==> src/rtl/dfsm_feed_seq.sv <==
// Feed sequencer for the DFSM MAC-array controller: takes one run configuration,
// shifts it serially into the DFSM, then paces buffered words into it period by period.
module dfsm_feed_seq #(
    parameter int MAX_nPERIOD = 8,
    parameter int MAX_nLMAC   = 12288,
    parameter int MAX_nSHFT   = 192,
    parameter int DATA_W      = 16,
    parameter int FIFO_DEPTH  = 16
) (
    input  logic                           clk,
    input  logic                           rst,
    input  logic                           cfg_valid,
    output logic                           cfg_ready,
    input  logic [$clog2(MAX_nPERIOD)-1:0] cfg_period,
    input  logic [$clog2(MAX_nLMAC)-1:0]   cfg_nlmac,
    input  logic [$clog2(MAX_nSHFT)-1:0]   cfg_nshft,
    output logic                           cfg_err,
    input  logic                           din_valid,
    output logic                           din_ready,
    input  logic [DATA_W-1:0]              din,
    output logic                           config_en,
    output logic                           iconfig,
    output logic                           start,
    output logic                           in_en,
    output logic [DATA_W-1:0]              dout,
    output logic                           busy,
    output logic                           done
);

    localparam int PW  = $clog2(MAX_nPERIOD);
    localparam int LW  = $clog2(MAX_nLMAC);
    localparam int SW  = $clog2(MAX_nSHFT);
    localparam int CL  = PW + LW + SW;
    localparam int AW  = $clog2(FIFO_DEPTH);
    localparam int SCW = $clog2(CL + 1);

    typedef enum logic [2:0] {IDLE, SHIFT, START, FEED, GAP} state_t;

    state_t            state;
    logic [CL-1:0]     cw;
    logic [CL-1:0]     cw_in;
    logic [CL-1:0]     sh_reg;
    logic [SCW-1:0]    sh_cnt;
    logic [LW:0]       wcnt;
    logic [PW:0]       pcnt;
    logic [SW+1:0]     gcnt;
    logic [PW-1:0]     r_period;
    logic [LW-1:0]     r_nlmac;
    logic [SW-1:0]     r_nshft;
    logic              cfg_zero;

    logic [DATA_W-1:0] mem [FIFO_DEPTH];
    logic [AW-1:0]     wr_ptr;
    logic [AW-1:0]     rd_ptr;
    logic [AW:0]       count;
    logic [AW:0]       count_nx;
    logic              push;
    logic              pop_p0;

    assign cw_in    = {cfg_period, cfg_nlmac, cfg_nshft};
    assign cfg_zero = (cfg_period == '0) || (cfg_nlmac == '0) || (cfg_nshft == '0);
    assign r_period = cw[CL-1 -: PW];
    assign r_nlmac  = cw[SW +: LW];
    assign r_nshft  = cw[SW-1:0];

    assign push   = din_valid && din_ready;
    assign pop_p0 = (state == FEED) && (count != '0);

    always_comb begin
        count_nx = count;
        case ({push, pop_p0})
            2'b10:   count_nx = count + (AW+1)'(1);
            2'b01:   count_nx = count - (AW+1)'(1);
            default: count_nx = count;
        endcase
    end

    // Storage is never reset; only the pointers and occupancy are.
    always_ff @(posedge clk) begin
        if (push) mem[wr_ptr] <= din;
    end

    always_ff @(posedge clk) begin
        if (!rst) begin
            wr_ptr    <= '0;
            rd_ptr    <= '0;
            count     <= '0;
            din_ready <= 1'b0;
        end else begin
            if (push)   wr_ptr <= wr_ptr + AW'(1);
            if (pop_p0) rd_ptr <= rd_ptr + AW'(1);
            count     <= count_nx;
            din_ready <= (count_nx != (AW+1)'(FIFO_DEPTH));
        end
    end

    always_ff @(posedge clk) begin
        if (!rst) begin
            state     <= IDLE;
            cw        <= '0;
            sh_reg    <= '0;
            sh_cnt    <= '0;
            wcnt      <= '0;
            pcnt      <= '0;
            gcnt      <= '0;
            cfg_ready <= 1'b0;
            cfg_err   <= 1'b0;
            config_en <= 1'b0;
            iconfig   <= 1'b0;
            start     <= 1'b0;
            in_en     <= 1'b0;
            dout      <= '0;
            busy      <= 1'b0;
            done      <= 1'b0;
        end else begin
            start   <= 1'b0;
            in_en   <= 1'b0;
            done    <= 1'b0;
            cfg_err <= 1'b0;
            case (state)
                IDLE: begin
                    cfg_ready <= 1'b1;
                    if (cfg_valid && cfg_ready) begin
                        cw <= cw_in;
                        if (cfg_zero) begin
                            cfg_err <= 1'b1;
                        end else begin
                            state     <= SHIFT;
                            busy      <= 1'b1;
                            cfg_ready <= 1'b0;
                            config_en <= 1'b1;
                            iconfig   <= cw_in[0];
                            sh_reg    <= cw_in >> 1;
                            sh_cnt    <= SCW'(1);
                        end
                    end
                end
                // LSB first: the DFSM shifts in at its MSB so the word lands in order.
                SHIFT: begin
                    if (sh_cnt == SCW'(CL)) begin
                        config_en <= 1'b0;
                        iconfig   <= 1'b0;
                        start     <= 1'b1;
                        state     <= START;
                    end else begin
                        iconfig <= sh_reg[0];
                        sh_reg  <= sh_reg >> 1;
                        sh_cnt  <= sh_cnt + SCW'(1);
                    end
                end
                START: begin
                    wcnt  <= '0;
                    pcnt  <= '0;
                    state <= FEED;
                end
                FEED: begin
                    if (pop_p0) begin
                        in_en <= 1'b1;
                        dout  <= mem[rd_ptr];
                        wcnt  <= wcnt + (LW+1)'(1);
                        if (wcnt + (LW+1)'(1) == {1'b0, r_nlmac}) begin
                            state <= GAP;
                            gcnt  <= '0;
                        end
                    end
                end
                // GAP spans nshft+2 cycles starting with the final in_en of the period.
                GAP: begin
                    if (gcnt == {2'b00, r_nshft} + (SW+2)'(1)) begin
                        pcnt <= pcnt + (PW+1)'(1);
                        if (pcnt + (PW+1)'(1) < {1'b0, r_period}) begin
                            state <= FEED;
                            wcnt  <= '0;
                        end else begin
                            state     <= IDLE;
                            busy      <= 1'b0;
                            done      <= 1'b1;
                            cfg_ready <= 1'b1;
                        end
                    end else begin
                        gcnt <= gcnt + (SW+2)'(1);
                    end
                end
                default: state <= IDLE;
            endcase
        end
    end

endmodule

==> config.mk <==
export PLATFORM = sky130hd
export DESIGN_NAME = dfsm_feed_seq
export DESIGN_NICKNAME = d
export VERILOG_FILES = /design/src/rtl/dfsm_feed_seq.sv
export SDC_FILE = /design/constraint.sdc
export NUM_CORES = 1
export LEC_CHECK = 0
export CAP_MARGIN = 20
export CORE_MARGIN = 2
export CORE_UTILIZATION = 57
export DETAILED_ROUTE_END_ITERATION = 12
export DONT_BUFFER_PORTS = 1
export PLACE_DENSITY = 0.87
export SYNTH_ARGS = -nofsm -noshare
export SYNTH_HDL_FRONTEND = slang
export SYNTH_SLANG_ARGS = --single-unit
==> constraint.sdc <==
create_clock -name clk -period 3.3 [get_ports clk]
set_input_delay 0.495 -clock clk [delete_from_list [all_inputs] [get_ports clk]]
set_output_delay 0.495 -clock clk [all_outputs]
set_load 0.02 [all_outputs]
-- Yosys cells after proc, flatten, opt, wreduce, memory -nomap -nowiden
Memory sizes are Yosys's and may differ from the RTL's. A register that Yosys moved wholly into a read port is not among the register bits.
Index checks and enable logic that the tools add are counted.
- add/subtract/negate cells: 9
- magnitude comparators: 1
- equal/unequal tests: 20
- multiplexer cells: 48
- reductions and logical operators: 31
- operator list (operator ; count):
    25-bit 2-to-1 mux ; 3
    25-bit case mux with 2 select lines ; 1
    15-bit 2-to-1 mux ; 3
    15-bit case mux with 3 select lines ; 1
    10-bit 2-to-1 mux ; 3
    10-bit case mux with 2 select lines ; 1
    5-bit case mux with 2 select lines ; 2
    3-bit 2-to-1 mux ; 6
    2-bit != test, second input constant ; 9
    1-bit 2-to-1 mux ; 17
    4-bit AND reduction ; 4
    15-bit by 1-bit adder with 15-bit output, second input constant ; 1
    15-bit by 14-bit equality test with 1-bit output ; 1
    5-bit 2-to-1 mux ; 3
    3-bit case mux with 5 select lines ; 1
    14-bit logical NOT ; 1
    4-bit by 1-bit adder with 4-bit output, second input constant ; 3
    3-bit AND reduction ; 4
    10-bit by 1-bit adder with 10-bit output, second input constant ; 1
    5-bit by 1-bit adder with 5-bit output, second input constant ; 2
    10-bit by 9-bit equality test with 1-bit output ; 1
    2-bit AND reduction ; 5
    8-bit by 1-bit adder with 9-bit output, second input constant ; 1
    8-bit logical NOT ; 1
    23 further kinds ; 34
- register bits after elaboration: 109
- bits in writable memories: 256
- input bits: 45
- output and inout bits: 25
- word-level logic and storage cells: 129
- memories: 1
- memory list (name ; depth ; width ; rd ports ; clocked after Yosys merged registers in ; write ports ; line ; source):
    mem ; 16 ; 16 ; 1 ; 1 ; 1 ; 52 ; logic [DATA_W-1:0] mem [FIFO_DEPTH];

-- Logic depth before layout (Yosys ltp)
- depth in word-level cells: 6
- depth in mapped cells: 15
- gate-level depth less buffers: 13

-- Worst setup path after synthesis
No wires, ideal clock.
- path type: flip-flop to flip-flop
- from: register count[1]
- to: register count[4]
- setup time: 0.115 ns
- data arrival time: 2.960 ns
- data required time: 3.185 ns
- path slack: 0.225 ns
- stages on the path, launching flop included: 14
- path buffers: 1
- period minus slack after synthesis: 3.075 ns
- cells stage by stage: dfxtp_1 or2_2 or4_1 nand2_1 inv_1 buf_1 ha_1 fa_1 a21o_1 a21oi_1 xor2_1 nor2_1 xor2_1 and2_1
- word-level cells in the longest chain between the ends: 4
- elaborated cells on any way between the ends: 7
- classes of those cells: add/sub (2); eq/ne (2); mux (1); reduce/logical (2)
- ends and longest elaborated chain (element ; line ; source):
    from (decl) ; 55 ; logic [AW:0] count;
    from (signal assigned) ; 92 ; count <= count_nx;
    5-bit nonzero test * ; 67 ; assign pop_p0 = (state == FEED) && (count != '0);
    1-bit logical AND * ; 67 ;
    named net pop_p0 ; 58 ; logic pop_p0;
    2-bit by 1-bit equality test with 1-bit output / 2-bit equality test (equally long branches) ; 71 ; case ({push, pop_p0})
    5-bit case mux with 2 select lines * ; 71 ;
Mark *: on every way through the listed nets, which the timed path passes. The rest lies on a longest branch.
A chain may end at the register's enable or synchronous reset.

-- Worst setup path in the final report
- from: register count[1]
- to: register din_ready
- word-level cells in the longest chain between the ends: 5
- elaborated cells on any way between the ends: 8
- classes of those cells: add/sub (2); eq/ne (3); mux (1); reduce/logical (2)
- ends and longest elaborated chain (element ; line ; source):
    parallel branches: the longest is 3 deep, another holds 5-bit by 1-bit subtractor with 5-bit output ; -- ;
    5-bit case mux with 2 select lines * ; 71 ;
    5-bit != test * ; 93 ; din_ready <= (count_nx != (AW+1)'(FIFO_DEPTH));
    to (signal assigned) ; 93 ;
    to (decl) ; 19 ; output logic din_ready,
Every way passes the cells marked *.

==> impl_metrics.json <==
{
  "syn-cell-area_mm2": 0.0159,
  "rsz0062_at_grt": "false",
  "die_w_um": 171,
  "post-route-util_pct": 64.7,
  "start_util_pct": 57.7,
  "ir_drop_mv": 0.482,
  "rows": 61,
  "pin_count": 70,
  "yosysWarnings": 0,
  "track_usage_pct": 25.5,
  "maxCapViolCount": 0,
  "cts.clk_slew.worst_paths_ns": 0.06,
  "detail-route-antenna-nets": 0,
  "tightest_slew_ns": 1.11,
  "finalHoldViolCount": 0,
  "htree_levels": 2,
  "drtPass1Iterations": 5,
  "cp-end-kind": "flop",
  "setup_slack_ns": 0.175,
  "dpl.hpwl_um": 22900,
  "p_leak_uw": 0.00570,
  "ys.flop_type": "edfxtp_1",
  "areaGrowthSynthToFinish_pct": 12.0,
  "grt_pass1_wl_um": 56300,
  "yosysSeqAreaShare_pct": 63.8,
  "die-area_mm2": 0.0293,
  "drc": 0,
  "fp.dieH_um": 171,
  "wl_per_cell_um": 23.4,
  "via_per_inst": 6.35,
  "pre_cts_ws_ns": 0.231,
  "setup_viol": 0,
  "cts.path.max_buffers": 3,
  "largest_register_ffs": 256,
  "slew_headroom_pct": 26.1,
  "cp.required_ns": 3.66,
  "cts_resized": 0,
  "finalMaxSlewViolations": 0,
  "crit_path_max_fanout": 5,
  "synth_seq_cells": 380,
  "cts-buffers-inserted": 39,
  "mostFrequentLayoutCells": "edfxtp_1, nand2_1, dfxtp_1, mux4_2, a21oi_1",
  "cts_root_buf": "clkbuf_16",
  "outcome": "complete, no violations",
  "min_period_ns": 3.12,
  "antenna_cells": 0,
  "grt_overflow": 0,
  "cts.sinks": 380,
  "syn_nets": 1218,
  "ctsHoldBuffers": 0,
  "finClkSkew_ns": 0.0152,
  "grt_max_degree": 99,
  "worstHoldPathType": "input port to flop",
  "critPathLaunchType": "flop",
  "grt_pass1_vias": 9911,
  "coreArea_mm2": 0.0276,
  "antenna_found_initial": 0,
  "fin_crit_sh_pct": 94.7,
  "portBuffers": 0,
  "synth_edf_count": 256,
  "layout-drive-gt1-share_pct": 17.5,
  "p_per_area_mw_per_mm2": 573,
  "cts_tree": "done",
  "path_class": "flop to flop",
  "async_flop_share_pct": 0,
  "place.gp.congestion": 0.867,
  "nets": 1228,
  "yosys.cell_types.count": 66,
  "avgSynthCellArea_um2": 13.8,
  "clkLatencyLatePin_ns": 0.54,
  "first_iter_violations": 1073,
  "via_count": 9983,
  "cts_setup_buffers": 0,
  "synthCells": 1155,
  "fmax_mhz": 320,
  "mostFrequentLayoutCell": "edfxtp_1",
  "fin_tns_setup_ns": 0,
  "wl_um": 36900,
  "crit_arrival_ns": 3.48
}
[synthesized netlist by cell type, types with 15 or more instances]
cell type	instances	share of area, %
a21oi_1	72	2.3
mux2i_1	27	1.7
clkbuf_1	43	1.0
xnor2_1	18	0.99
inv_1	17	0.40
nor2_1	79	1.9
nand4_1	15	0.59
o21ai_0	19	0.60
nor3_1	20	0.63
o211ai_1	16	0.75
buf_2	15	0.47
nand2_1	128	3.0
mux4_2	80	11
edfxtp_1	256	48
xor2_1	21	1.2
ha_1	17	1.3
a211oi_1	31	1.5
nand3_1	28	0.88
dfxtp_1	124	16
[worst paths after layout]
path         startpoint          end  slack, ns  depth (start not counted)
max            count[1]    din_ready       0.18                         12
min             din[12]  mem[13][12]       0.05                          0
max reg2reg    count[1]    din_ready       0.18                         12
min reg2reg      cw[24]       cw[24]       0.46                          2
[cell type report]
class,count,area [um2]
Timing Repair Buffer,38,310
Multi-Input combinational cell,687,5490
Inverter,19,72.6
Clock buffer,45,1010
Sequential cell,380,10200
Clock inverter,26,330
Fill cell,1888,9770
Tap cell,378,473
[worst max-delay path, cell delays in order (launching register included)]
cell and delay [ns]:
dfxtp_1 0.35, or2_2 0.34, or4_1 0.49, nand2_1 0.12, inv_1 0.06, ha_1 0.27, fa_1 0.43, a21o_1 0.18
a21oi_1 0.17, xor2_1 0.08, nor2_1 0.12, xor2_1 0.22, a31oi_1 0.13
[logic make-up (layout without fill, tap and decap cells)]
family	Yosys count	after routing	share of synthesized area, %
AND/OR/NAND/NOR	334	334	9.79
AO/OA/AOI/OAI	189	189	7.60
buffers and inverters	88	128	2.24
XOR/XNOR	39	39	2.14
multiplexers	107	107	13.0
flip-flops	380	380	63.8
adder cells (fa/ha/maj)	18	18	1.46
[stage by stage]
stage | cell area, um2 | power, uW | instances | hold WS [ns]
after global routing | 17900 | 10500 | 1573 | 0.0356
after global placement | 16500 | 5740 | 1502 | 0.448
after CTS | 17900 | 10300 | 1573 | 0.0338
after floorplan | 15900 | 5660 | 1155 | 0.436
after detailed placement | 16500 | 5760 | 1502 | 0.451
final | 17900 | 10200 | 1573 | 0.0518
[layer usage]
metal  routed length (um)  track usage, %
met1                13800            31.5
met2                19100            45.6
met3                 2880            4.19
met4                 1090            8.77
met5                    0               0
[where the power goes]
group          leakage [uW]  total (uW)  switching (uW)  internal, uW
clock network      0.000639        4580            1820          2760
registers           0.00332        5250            75.8          5170
logic               0.00175         414             246           167
total               0.00570       10200            2140          8100
No activity file was read; power rests on OpenSTA's default activity.
